<file path="src/rtl/priority_encoder_hs.sv">
// rtl/priority_encoder_hs.sv - priority encoder with a registered valid/ready output stage
//
// Optional feature macro: PRIORITY_ENCODER_ERR_CNT_EN
//   defined     -> saturating multi-hot error counter drives err_count
//   not defined -> err_count tied to 0, no counter flops
module priority_encoder_hs #(
  parameter int IN_WIDTH     = 16,
  parameter int OUT_WIDTH    = $clog2(IN_WIDTH),
  parameter int LSB_PRIORITY = 1,
  parameter int ERR_CNT_W    = 8
) (
  input  logic                 clk,
  input  logic                 reset,
  input  logic                 in_valid,
  output logic                 in_ready,
  input  logic [IN_WIDTH-1:0]  in_data,
  output logic                 out_valid,
  input  logic                 out_ready,
  output logic [OUT_WIDTH-1:0] out_index,
  output logic                 out_found,
  output logic                 out_multi,
  output logic [ERR_CNT_W-1:0] err_count
);

  logic [OUT_WIDTH-1:0] enc_index;
  logic                 enc_found;
  logic                 enc_multi;
  logic                 accept;

  // The register can take a new result when empty or when its current result leaves this cycle.
  assign in_ready = !reset && (!out_valid || out_ready);
  assign accept   = in_valid && in_ready;

  // Clearing the lowest set bit leaves something behind only if two or more bits were set.
  assign enc_multi = |(in_data & (in_data - IN_WIDTH'(1)));
  assign enc_found = |in_data;

  // Scan toward the winning end so the last hit seen is the one with priority.
  always_comb begin
    enc_index = '0;
    if (LSB_PRIORITY != 0) begin
      for (int i = IN_WIDTH - 1; i >= 0; i--) begin
        if (in_data[i]) enc_index = OUT_WIDTH'(i);
      end
    end else begin
      for (int i = 0; i < IN_WIDTH; i++) begin
        if (in_data[i]) enc_index = OUT_WIDTH'(i);
      end
    end
  end

  // Single output stage: load on accept, clear valid on drain, data fields hold otherwise.
  always_ff @(posedge clk) begin
    if (reset) begin
      out_valid <= 1'b0;
      out_index <= '0;
      out_found <= 1'b0;
      out_multi <= 1'b0;
    end else if (accept) begin
      out_valid <= 1'b1;
      out_index <= enc_index;
      out_found <= enc_found;
      out_multi <= enc_multi;
    end else if (out_ready) begin
      out_valid <= 1'b0;
    end
  end

`ifdef PRIORITY_ENCODER_ERR_CNT_EN
  logic [ERR_CNT_W-1:0] err_cnt_q;

  // Count accepted multi-hot requests, sticking at all-ones instead of wrapping.
  always_ff @(posedge clk) begin
    if (reset) begin
      err_cnt_q <= '0;
    end else if (accept && enc_multi && (err_cnt_q != {ERR_CNT_W{1'b1}})) begin
      err_cnt_q <= err_cnt_q + ERR_CNT_W'(1);
    end
  end

  assign err_count = err_cnt_q;
`else
  assign err_count = '0;
`endif

endmodule

</file>
<file path="config.mk">
export PLATFORM = sky130hd
export DESIGN_NAME = priority_encoder_hs
export DESIGN_NICKNAME = d
export VERILOG_FILES = /design/src/rtl/priority_encoder_hs.sv
export SDC_FILE = /design/constraint.sdc
export NUM_CORES = 1
export LEC_CHECK = 0
export BUFFER_PORTS_ARGS = -buffer_cell sky130_fd_sc_hd__buf_2
export CORE_MARGIN = 4
export CORE_UTILIZATION = 40
export CTS_BUF_LIST = sky130_fd_sc_hd__clkbuf_8
export CTS_CLUSTER_SIZE = 14
export DETAILED_ROUTE_END_ITERATION = 6
export GPL_TIMING_DRIVEN = 0
export PLACE_DENSITY = 0.87
export SETUP_SLACK_MARGIN = 0.15
export SYNTH_ARGS = -nofsm -noshare
export SYNTH_HDL_FRONTEND = slang
export SYNTH_SLANG_ARGS = --single-unit
</file>
<file path="constraint.sdc">
create_clock -name clk -period 1.8 [get_ports clk]
set_clock_uncertainty 0.2 [all_clocks]
set_input_delay 0.36 -clock clk [delete_from_list [all_inputs] [get_ports clk]]
set_output_delay 0.36 -clock clk [all_outputs]
set_load 0.01 [all_outputs]
</file>
== After elaboration in Yosys (flattened, before gate mapping) ==
Index checks and enable logic that the tools add are counted.
Cells by class
  $add $sub $neg: 1
  muxes and demuxes: 18
  bitwise operators: 1
  reduce and logical (&&, ||, !) cells: 8
Operator list (number)
  4-bit 2-to-1 mux: 16
  16-bit OR reduction: 2
  16-bit AND: 1
  16-bit by 1-bit subtractor with 16-bit output (second input constant): 1
  1-bit logical AND: 2
  1-bit zero test: 2
  1-bit 2-to-1 mux: 2
  2-bit nonzero test: 1
  1-bit logical OR: 1
Word-level totals
  bits in registers: 7
  input bits: 20
  output and inout bits: 16
  logic and storage cells: 32

== Longest topological paths before layout ==
Gate-level depths: netlist of run 1.
  depth in word-level cells: 16
  gate-level depth with buffers: 5
  gate-level depth less buffers: 5

== Least setup slack after synthesis of run 1 ==
No wires, ideal clock.
  path type: input-to-reg
  start point: in in_data[10]
  end point: reg out_multi
  setup time: 0.120 ns
  arrival time: 1.471 ns
  required time: 1.480 ns
  setup slack: 0.009 ns
  cell stages on the path: 5
  buffers on the path: 0
  cells stage by stage: or4_4 o21ai_2 and4_1 nand4_1 o31a_1
Between the ends
  longest elaborated chain between the ends: 3
Ends and longest elaborated chain
  start: declaration: line 16  | input logic [IN_WIDTH-1:0] in_data,
  16-bit by 1-bit subtractor with 16-bit output: line 35  | assign enc_multi = |(in_data & (in_data - IN_WIDTH'(1)));
  16-bit AND (*): line 35
  16-bit OR reduction (*): line 35
  end signal: assignment: line 63  | out_multi <= enc_multi;
  end: declaration: line 21  | output logic out_multi,
Every way passes the cells marked *; elsewhere a longest branch is shown, timed or not.
A chain may end at the register's enable or synchronous reset.

== Final worst setup path of run 1 ==
  start point: in in_data[12]
  end point: reg out_multi
Same word-level chain as after synthesis.

==> flow_summary_export.csv, run 1 <==
group,metric,value,unit
clocking,cts.sinks,7,
worst_hold_path,hold_class,"in -> reg",
floorplan,initial_core_util,42.69,%
drt,route.detailed.drc,0,
power_and_ir_drop,p_total,0.0005485,W
clocking,root_buffer,"clkbuf_8",
global_routing,first_global_vias,689,
sta,timing.fmax,539.6,MHz
yosys,ys.flop_type,"dfxtp_1",
worst_hold_path,holdPathEnd,"out_valid",
drt,first_iter_violations,14,
clocking,ctsHoldBuffers,0,
critical_path,crit_path_max_fanout,5,
global_routing,antenna_found_initial,0,
cells_and_area,layout_commonest_cell,"buf_2",
clocking,cts_tree,"built",
critical_path,rr_startpoint,"out_valid",
sta,slew_violations,0,
critical_path,crit-reg2reg-capture,"out_multi",
critical_path,path_class,"in -> reg",
clocking,cts_buffers,3,
status,outcome,"finished, violations left",
critical_path,r2r.worst_path.cells,5,
critical_path,cp_common_cell,"nand2_1",
clocking,clk_latency,0.22,ns
worst_hold_path,whs_path_depth,3,
status,violations,"negative setup slack",
floorplan,io_pins,36,
cells_and_area,fin_area,1017,um^2
global_routing,grt_max_degree,11,
drt,vias,867,
placement,dp_slack,-0.2237,ns
critical_path,critPathLaunchType,"input pin",
cells_and_area,layout_common_cells,"buf_2, buf_4, nor2_1",
clocking,htree_levels,1,
critical_path,startpoint,"in_data[12]",
clocking,ctsLongestPathBuffers,2,
placement,place_area,824.5,um^2
global_routing,globalRouteOverflowTotal,0,
yosys,synth_seq_cells,7,
drt,antenna_left,0,
sta,tightest_slew,0.6803,ns
clocking,path_clk_slew,0.04,ns
floorplan,die_w,48.10,um
yosys,avgSynthCellArea,6.990,um^2
placement,hpwl,1428,um
power_and_ir_drop,p_per_area,539.2,nW/um^2
yosys,synth_warnings,0,
floorplan,die_h,48.10,um
floorplan,num_rows,14,
sta,min_period,1.853,ns
floorplan,core-area,1506,um^2
critical_path,worstPathRequired,1.71,ns
placement,gp_congestion,0.9070,
worst_hold_path,hold_start,"in_valid",
power_and_ir_drop,irDropWorstVdd,0.8397,mV
critical_path,slowest_delay,0.62,ns
sta,slew_headroom,54.23,%
sta,hold_violations,0,
yosys,async_flop_share,0,%
cells_and_area,area_growth,58.17,%
cells_and_area,diodes,0,
cells_and_area,fin_util,67.52,%
flow_run,cap_viol_max_count,0,
cells_and_area,drive_above_1_share,43.48,%
floorplan,dieArea,2313,um^2
yosys,syn_area,643.1,um^2
cells_and_area,fin_nets,159,
drt,dr.pass1.iters,5,
critical_path,end_kind,"register",
critical_path,worst-r2r-setup-slack,0.05,ns
critical_path,cp.arrival,1.76,ns
drt,wl_per_cell,13.62,um
global_routing,grt_pass1_wl,2980,um
drt,wl,2097,um
yosys,seq_area_frac_synth,21.79,%
sta,period_share,102.9,%
critical_path,crit_chain,"buf_2 -> nor4_1 -> nand2_1 -> nand2_1 -> nand4_1 -> o31a_1",
yosys,synth-edff-count,0,
sta,rsz0062_at_grt,"yes",
yosys,synth_cell_types,33,
critical_path,slowest_stage,"nor4_1",
drt,vias_per_cell,5.630,
sta,hold-worst-slack,0.1670,ns
placement,io_buffer_count,27,
sta,setup_viol,1,
global_routing,track_usage,17.67,%
yosys,netlist_instances,92,
power_and_ir_drop,power_leakage,0.4857,nW
sta,worst_slack,-0.05310,ns
## sequential cells by signal, summed over array words and instances, names as in the netlist
register,flops
out_index,4
out_found,1
out_multi,1
out_valid,1
## critical path: cells and delay by family
kind	cells	cell delay, ns
buf+inv	1	0.13
simple gates	4	0.96
compound gates	1	0.30
## how the worst max path moves through the flow
stage,endpoint,cells past startpoint
global placement,out_multi,6
detailed placement,out_multi,6
global route,out_multi,6
CTS,out_multi,6
floorplan,out_multi,5
finish,out_multi,6
## layer usage
layer	up-vias	routed length [um]	share of wire (%)	GRT usage [%]
li1	419	-	-	-
met1	390	779	37	22.91
met2	52	1095	52	31.40
met3	6	192	9.2	4.428
met4	0	29	1.4	0
met5	-	0	0	0
## layout make-up
cell class / count / area [um^2]
Buffer: 9 / 67.56
Clock buffer: 3 / 41.29
Clock inverter: 1 / 3.754
Fill cell: 133 / 489.2
Inverter: 7 / 26.28
Multi-Input combinational cell: 76 / 484.2
Sequential cell: 7 / 141.4
Tap cell: 16 / 20.02
Timing Repair Buffer: 35 / 232.7
## synthesized netlist by cell type (2+ instances only)
library cell  number  area share (%)
a21oi_1            6             4.7
buf_4              8             9.3
dfxtp_1            7              22
inv_1              7             4.1
nand2_1            6             3.5
nand3_1            4             3.1
nor2_1            15             8.8
nor3_1             2             1.6
nor4_1             2             1.9
o21ai_0            8             6.2
o31a_1             2             2.7
o31ai_1            2             2.3
o41ai_1            2             2.7
or3_1              2             1.9
## report_power, final
part           internal [W]  leakage [nW]  switching (W)  total [W]
logic             0.0000792         0.401      0.0000916   0.000171
registers          0.000165        0.0578     0.00000388   0.000169
clock network      0.000147        0.0269      0.0000620   0.000209
## per-stage QoR
step | std cells | TNS [ns]
floorplan | 99 | 0
global placement | 142 | -0.2290
detailed placement | 142 | -0.2860
CTS | 151 | 0
global route | 154 | -0.1439
finish | 154 | -0.05310
## kinds of logic (layout without fill, tap and decap cells)
kind of cell    after synthesis  after routing  share of synthesized area [%]
buf+inv                      16             55                          14.01
flops                         7              7                          21.79
simple gates                 39             39                          32.69
compound gates               29             29                          30.94
other cells                   1              8                         0.5831
## repair_timing
action / in CTS / in global routing
pin swaps: 7 / 8
endpoints found under the setup margin: 3 / 4
setup buffers: 5 / 3
gates resized for setup: 22 / 4
(Power assumes the default switching activity.)
==> run 2: changes to the inputs <==
--- a/config.mk
+++ b/config.mk
@@ -6,13 +6,15 @@
 export NUM_CORES = 1
 export LEC_CHECK = 0
 export BUFFER_PORTS_ARGS = -buffer_cell sky130_fd_sc_hd__buf_2
+export CELL_PAD_IN_SITES_DETAIL_PLACEMENT = 1
+export CELL_PAD_IN_SITES_GLOBAL_PLACEMENT = 1
 export CORE_MARGIN = 4
-export CORE_UTILIZATION = 40
-export CTS_BUF_LIST = sky130_fd_sc_hd__clkbuf_8
+export CORE_UTILIZATION = 27
+export CTS_BUF_LIST = sky130_fd_sc_hd__clkbuf_4
 export CTS_CLUSTER_SIZE = 14
 export DETAILED_ROUTE_END_ITERATION = 6
 export GPL_TIMING_DRIVEN = 0
-export PLACE_DENSITY = 0.87
+export PLACE_DENSITY = 0.88
 export SETUP_SLACK_MARGIN = 0.15
 export SYNTH_ARGS = -nofsm -noshare
 export SYNTH_HDL_FRONTEND = slang
==> run 2 against run 1 <==
  * The run still ends with negative setup slack left
  * Utilization decreased by 23 points
  * Die area increased by 39%
  * Global-route usage decreased by 2.0 points
  * Worst hold slack got worse by 0.033 ns
  * Clock power decreased by 22%
  * Via count decreased by 2.3%
  * First-iteration DRC count unchanged
  * Sequential share of layout area increased by 0.24 points
  * Highest routed layer unchanged
==> flow_summary_export.csv, run 2 (synthesis results as in run 1) <==
group,metric,value,unit
status,outcome,"finished, violations left",
status,violations,"negative setup slack",
worst_hold_path,hold_class,"in -> reg",
clocking,path_clk_slew,0.05,ns
power_and_ir_drop,p_total,0.0005072,W
sta,hold_violations,0,
critical_path,cp_common_cell,"buf_4",
cells_and_area,diodes,0,
cells_and_area,drive_above_1_share,44.85,%
floorplan,num_rows,17,
placement,dp_cells,154,
floorplan,die_h,56.81,um
placement,hpwl,1752,um
critical_path,slowest_delay,0.31,ns
floorplan,core-area,2233,um^2
critical_path,crit_chain,"buf_4 -> nor4_4 -> buf_4 -> nand2_2 -> o31ai_2 -> nand4_1 -> o31a_1",
sta,slew_violations,0,
cells_and_area,area_growth,55.45,%
drt,dr.pass1.iters,4,
clocking,root_buffer,"clkbuf_4",
floorplan,initial_core_util,28.80,%
critical_path,cp.buffers_inverters,2,
cells_and_area,seqCellArea,141.4,um^2
drt,first_iter_violations,14,
critical_path,worstPathRequired,1.74,ns
sta,setup_tns,-0.03403,ns
sta,rsz0062_at_grt,"yes",
cells_and_area,layout_commonest_cell,"buf_2",
placement,dp_slack,-0.2563,ns
critical_path,slowest_stage,"nor4_4",
critical_path,path_delay_family,"simple AND/OR/NAND/NOR gates",
global_routing,first_global_vias,879,
sta,timing.fmax,545.2,MHz
drt,wl_per_cell,15.43,um
cells_and_area,fin_util,44.76,%
power_and_ir_drop,irDropWorstVdd,0.3253,mV
sta,min_period,1.834,ns
clocking,ctsHoldBuffers,0,
clocking,cts_tree,"built",
floorplan,die_w,56.81,um
critical_path,path_class,"in -> reg",
flow_run,cap_viol_max_count,0,
drt,wl,2531,um
critical_path,cp.arrival,1.78,ns
critical_path,critPathLaunchType,"input pin",
global_routing,antenna_found_initial,0,
clocking,ctsLongestPathBuffers,2,
placement,io_buffer_count,27,
drt,antenna_left,0,
sta,worst_slack,-0.03403,ns
clocking,clk_latency,0.26,ns
cells_and_area,stdcell_count,164,
floorplan,io_pins,36,
power_and_ir_drop,power_leakage,0.4603,nW
critical_path,crit_path_max_fanout,5,
drt,vias_per_cell,5.165,
global_routing,track_usage,15.65,%
drt,route.detailed.drc,0,
cells_and_area,n_fill_cell,300,
sta,setup_viol,1,
sta,period_share,101.9,%
placement,gp_congestion,0.8976,
global_routing,grt_pass1_wl,3988,um
power_and_ir_drop,p_per_area,507.3,nW/um^2
critical_path,end_kind,"register",
floorplan,dieArea,3227,um^2
critical_path,worst-r2r-setup-slack,0.04,ns
cells_and_area,largest_register_ffs,4,
clocking,htree_levels,1,
cells_and_area,regMostFlops,"out_index",
cells_and_area,multi_input_area,509.2,um^2
clocking,cts_buffers,3,
cells_and_area,layout_common_cells,"buf_2, nor2_1, buf_4",
global_routing,globalRouteOverflowTotal,0,
drt,vias,847,
global_routing,grt_max_degree,11,
clocking,cts.sinks,7,
cells_and_area,fin_nets,157,
run 2: what timing repair did:
item | 4_1_cts | 5_1_grt
buffers inserted | 4 | 2
resized for setup | 9 | 12
gates cloned | 0 | 0
setup endpoints to repair | 3 | 6
endpoints found under the hold margin | 0 | 0
pin swaps | 8 | 6
run 2: power by group:
part,switching [W],total (W),internal [W]
Clock,0.0000644,0.000164,0.000100
Combinational,0.0000993,0.000174,0.0000744
Sequential,0.00000469,0.000169,0.000164
run 2: worst min-delay path, stage by stage:
cell and delay, ns:
buf_2 0.09, nor2_1 0.04, nor2_1 0.07
run 2: layout make-up:
type / instances / area share [%]
repair buffers: 33 / 19.27
plain buffers: 9 / 6.508
inverters: 7 / 2.628
multi-input cells: 76 / 50.94
well taps: 28 / 3.504
flip-flops and latches: 7 / 14.14
clock buffers: 4 / 3.004
run 2: metal layers:
layer	wire, um	part of all wire, %	GRT usage (%)	vias to the layer above
met5	0	0	0	-
met4	87	3.4	5.960	0
met3	195	7.7	5.977	10
met2	1303	51	27.23	32
met1	945	37	17.01	395
li1	-	-	-	410
run 2: path summary, 6_finish.rpt:
| path | depth (start not counted) | to | startpoint |
|---|---|---|---|
| max | 7 | out_multi | in_data[3] |
| min | 3 | out_valid | in_valid |
| max reg2reg | 5 | out_multi | out_valid |
| min reg2reg | 2 | out_index[2] | out_index[2] |
run 2: stage by stage:
step | area, um^2 | hold WS (ns)
2_1_floorplan | 669.4 | 0.2324
3_3_place_gp | 839.6 | 0.2540
3_5_place_dp | 839.6 | 0.2553
4_1_cts | 940.9 | 0.1298
5_1_grt | 999.7 | 0.1293
6_report | 999.7 | 0.1342
==> run 3: changes to the inputs <==
--- a/config.mk
+++ b/config.mk
@@ -6,15 +6,15 @@
 export NUM_CORES = 1
 export LEC_CHECK = 0
 export BUFFER_PORTS_ARGS = -buffer_cell sky130_fd_sc_hd__buf_2
-export CELL_PAD_IN_SITES_DETAIL_PLACEMENT = 1
-export CELL_PAD_IN_SITES_GLOBAL_PLACEMENT = 1
+export CELL_PAD_IN_SITES_DETAIL_PLACEMENT = 2
+export CELL_PAD_IN_SITES_GLOBAL_PLACEMENT = 2
 export CORE_MARGIN = 4
-export CORE_UTILIZATION = 27
+export CORE_UTILIZATION = 20
 export CTS_BUF_LIST = sky130_fd_sc_hd__clkbuf_4
 export CTS_CLUSTER_SIZE = 14
 export DETAILED_ROUTE_END_ITERATION = 6
 export GPL_TIMING_DRIVEN = 0
-export PLACE_DENSITY = 0.88
+export PLACE_DENSITY = 0.87
 export SETUP_SLACK_MARGIN = 0.15
 export SYNTH_ARGS = -nofsm -noshare
 export SYNTH_HDL_FRONTEND = slang
==> run 3 against run 2 <==
  * The flow now finishes without violations
  * Utilization fell by 12 points
  * Setup slack improved by 0.063 ns
  * Combinational power barely moved
  * Power fell by 4.0%
==> flow_summary_export.csv, run 3 (synthesis results as in run 1) <==
group,metric,value,unit
power_and_ir_drop,power_leakage,0.4591,nW
global_routing,antenna_found_initial,0,
critical_path,worst-r2r-setup-slack,0.03,ns
floorplan,num_rows,20,
clocking,htree_levels,1,
sta,slew_violations,0,
critical_path,crit_path_max_fanout,3,
clocking,cts_tree,"built",
cells_and_area,multi_input_area,498.0,um^2
global_routing,use_met3,3.120,%
sta,rsz0062_at_grt,"yes",
cells_and_area,regMostFlops,"out_index",
clocking,ctsLongestPathBuffers,2,
floorplan,io_pins,36,
clocking,root_buffer,"clkbuf_4",
clocking,cts.sinks,7,
global_routing,track_usage,13.05,%
floorplan,core-area,3053,um^2
critical_path,r2r.worst_path.cells,5,
flow_run,cap_viol_max_count,0,
floorplan,dieArea,4187,um^2
floorplan,die_h,64.71,um
power_and_ir_drop,p_per_area,486.0,nW/um^2
cells_and_area,n_fill_cell,388,
power_and_ir_drop,irDropWorstVdd,0.2435,mV
global_routing,globalRouteOverflowTotal,0,
global_routing,grt_pass1_wl,4422,um
cells_and_area,diodes,0,
cells_and_area,area_growth,55.84,%
drt,vias,825,
global_routing,grt_use_met1,16.11,%
critical_path,end_kind,"register",
global_routing,grt_max_degree,11,
critical_path,crit_end,"out_multi",
sta,tightest_slew,0.5941,ns
global_routing,busiest_layer,"met2",
placement,hpwl,2032,um
cells_and_area,layout_commonest_cell,"buf_2",
placement,gp_congestion,0.8141,
global_routing,first_global_vias,911,
sta,min_period,1.772,ns
worst_hold_path,hold_class,"in -> reg",
critical_path,slowest_stage,"or3b_4",
critical_path,path_class,"reg -> reg",
critical_path,slowest_delay,0.40,ns
cells_and_area,largest_register_ffs,4,
clocking,path_clk_slew,0.06,ns
cells_and_area,fin_util,32.83,%
critical_path,critPathLaunchType,"register",
critical_path,crit-reg2reg-capture,"out_multi",
placement,io_buffer_count,27,
critical_path,cp.arrival,1.72,ns
critical_path,worstPathRequired,1.75,ns
status,outcome,"finished, final reports clean",
sta,setup_tns,0,ns
floorplan,initial_core_util,21.07,%
cells_and_area,layout_common_cells,"buf_2, nor2_1, buf_4",
drt,route.detailed.drc,0,
drt,first_iter_violations,32,
sta,setup_viol,0,
drt,wl,2732,um
drt,vias_per_cell,4.661,
critical_path,rr_startpoint,"out_valid",
drt,antenna_left,0,
clocking,clk_latency,0.25,ns
cells_and_area,seqCellArea,141.4,um^2
sta,hold_violations,0,
sta,slew_headroom,60.03,%
critical_path,crit_chain,"nor2b_4 -> or3b_4 -> a221oi_2 -> nand4_1 -> o31a_1",
floorplan,die_w,64.71,um
global_routing,grt_util_met2,22.09,%
cells_and_area,drive_above_1_share,42.11,%
worst_hold_path,hold_start,"in_valid",
clocking,cts_buffers,3,
cells_and_area,fin_nets,154,
critical_path,startpoint,"out_valid",
drt,wl_per_cell,15.44,um
clocking,ctsHoldBuffers,0,
drt,dr.pass1.iters,4,
sta,timing.fmax,564.5,MHz
sta,period_share,98.42,%
[run 3: worst max-delay path: cells and delay by family (launching register included)]
kind               cells  cell delay [ns]
and+or+nand+nor        3             0.66
AOI/OAI and AO/OA      2             0.48
DFF                    1             0.32
[run 3: per-stage QoR]
| step | hold slack, ns | power (W) | std cells | setup WS (ns) | instance area, um^2 |
|---|---|---|---|---|---|
| after floorplan | 0.2324 | 0.0002438 | 99 | 0.06533 | 669.4 |
| after global placement | 0.2586 | 0.0003088 | 170 | -0.2152 | 859.6 |
| after detailed placement | 0.2726 | 0.0003176 | 170 | -0.2317 | 859.6 |
| after CTS | 0.1229 | 0.0004675 | 175 | 0.05519 | 922.1 |
| after global routing | 0.1359 | 0.0005300 | 177 | -0.03883 | 1002 |
| final | 0.1240 | 0.0004871 | 177 | 0.02848 | 1002 |
[run 3: timing repair]
item / 4_1_cts / 5_1_grt
pin swaps: 3 / 3
setup buffers: 1 / 1
gates resized for setup: 6 / 14
endpoints found under the setup margin: 6 / 6
cloned: 0 / 1
[run 3: layout make-up]
class	instances	share of cell area (%)
inverters	7	2.622
well taps	44	5.493
flip-flops and latches	7	14.11
multi-input cells	76	49.69
repair buffers	30	17.85
plain buffers	9	7.491
clock buffers	3	2.247
clock inverters	1	0.4994
[run 3: worst min path at each step]
stage	endpoint	slack [ns]	depth (start not counted)
4_1_cts	out_valid	0.12	3
3_5_place_dp	out_index[0]	0.27	2
3_3_place_gp	out_index[1]	0.26	2
5_1_grt	out_valid	0.14	2
2_1_floorplan	out_index[3]	0.23	1
6_report	out_valid	0.12	3
[run 3: per-layer routing]
layer	vias up	share of wire [%]
li1	408	-
met1	393	44
met2	22	51
met3	2	4.6
met4	0	0.51
met5	-	0
[run 3: power by group]
| part | switching, W | leakage (nW) | internal (W) |
|---|---|---|---|
| logic | 0.000101 | 0.384 | 0.0000755 |
| clock network | 0.0000601 | 0.0177 | 0.0000812 |
| registers | 0.00000506 | 0.0578 | 0.000164 |
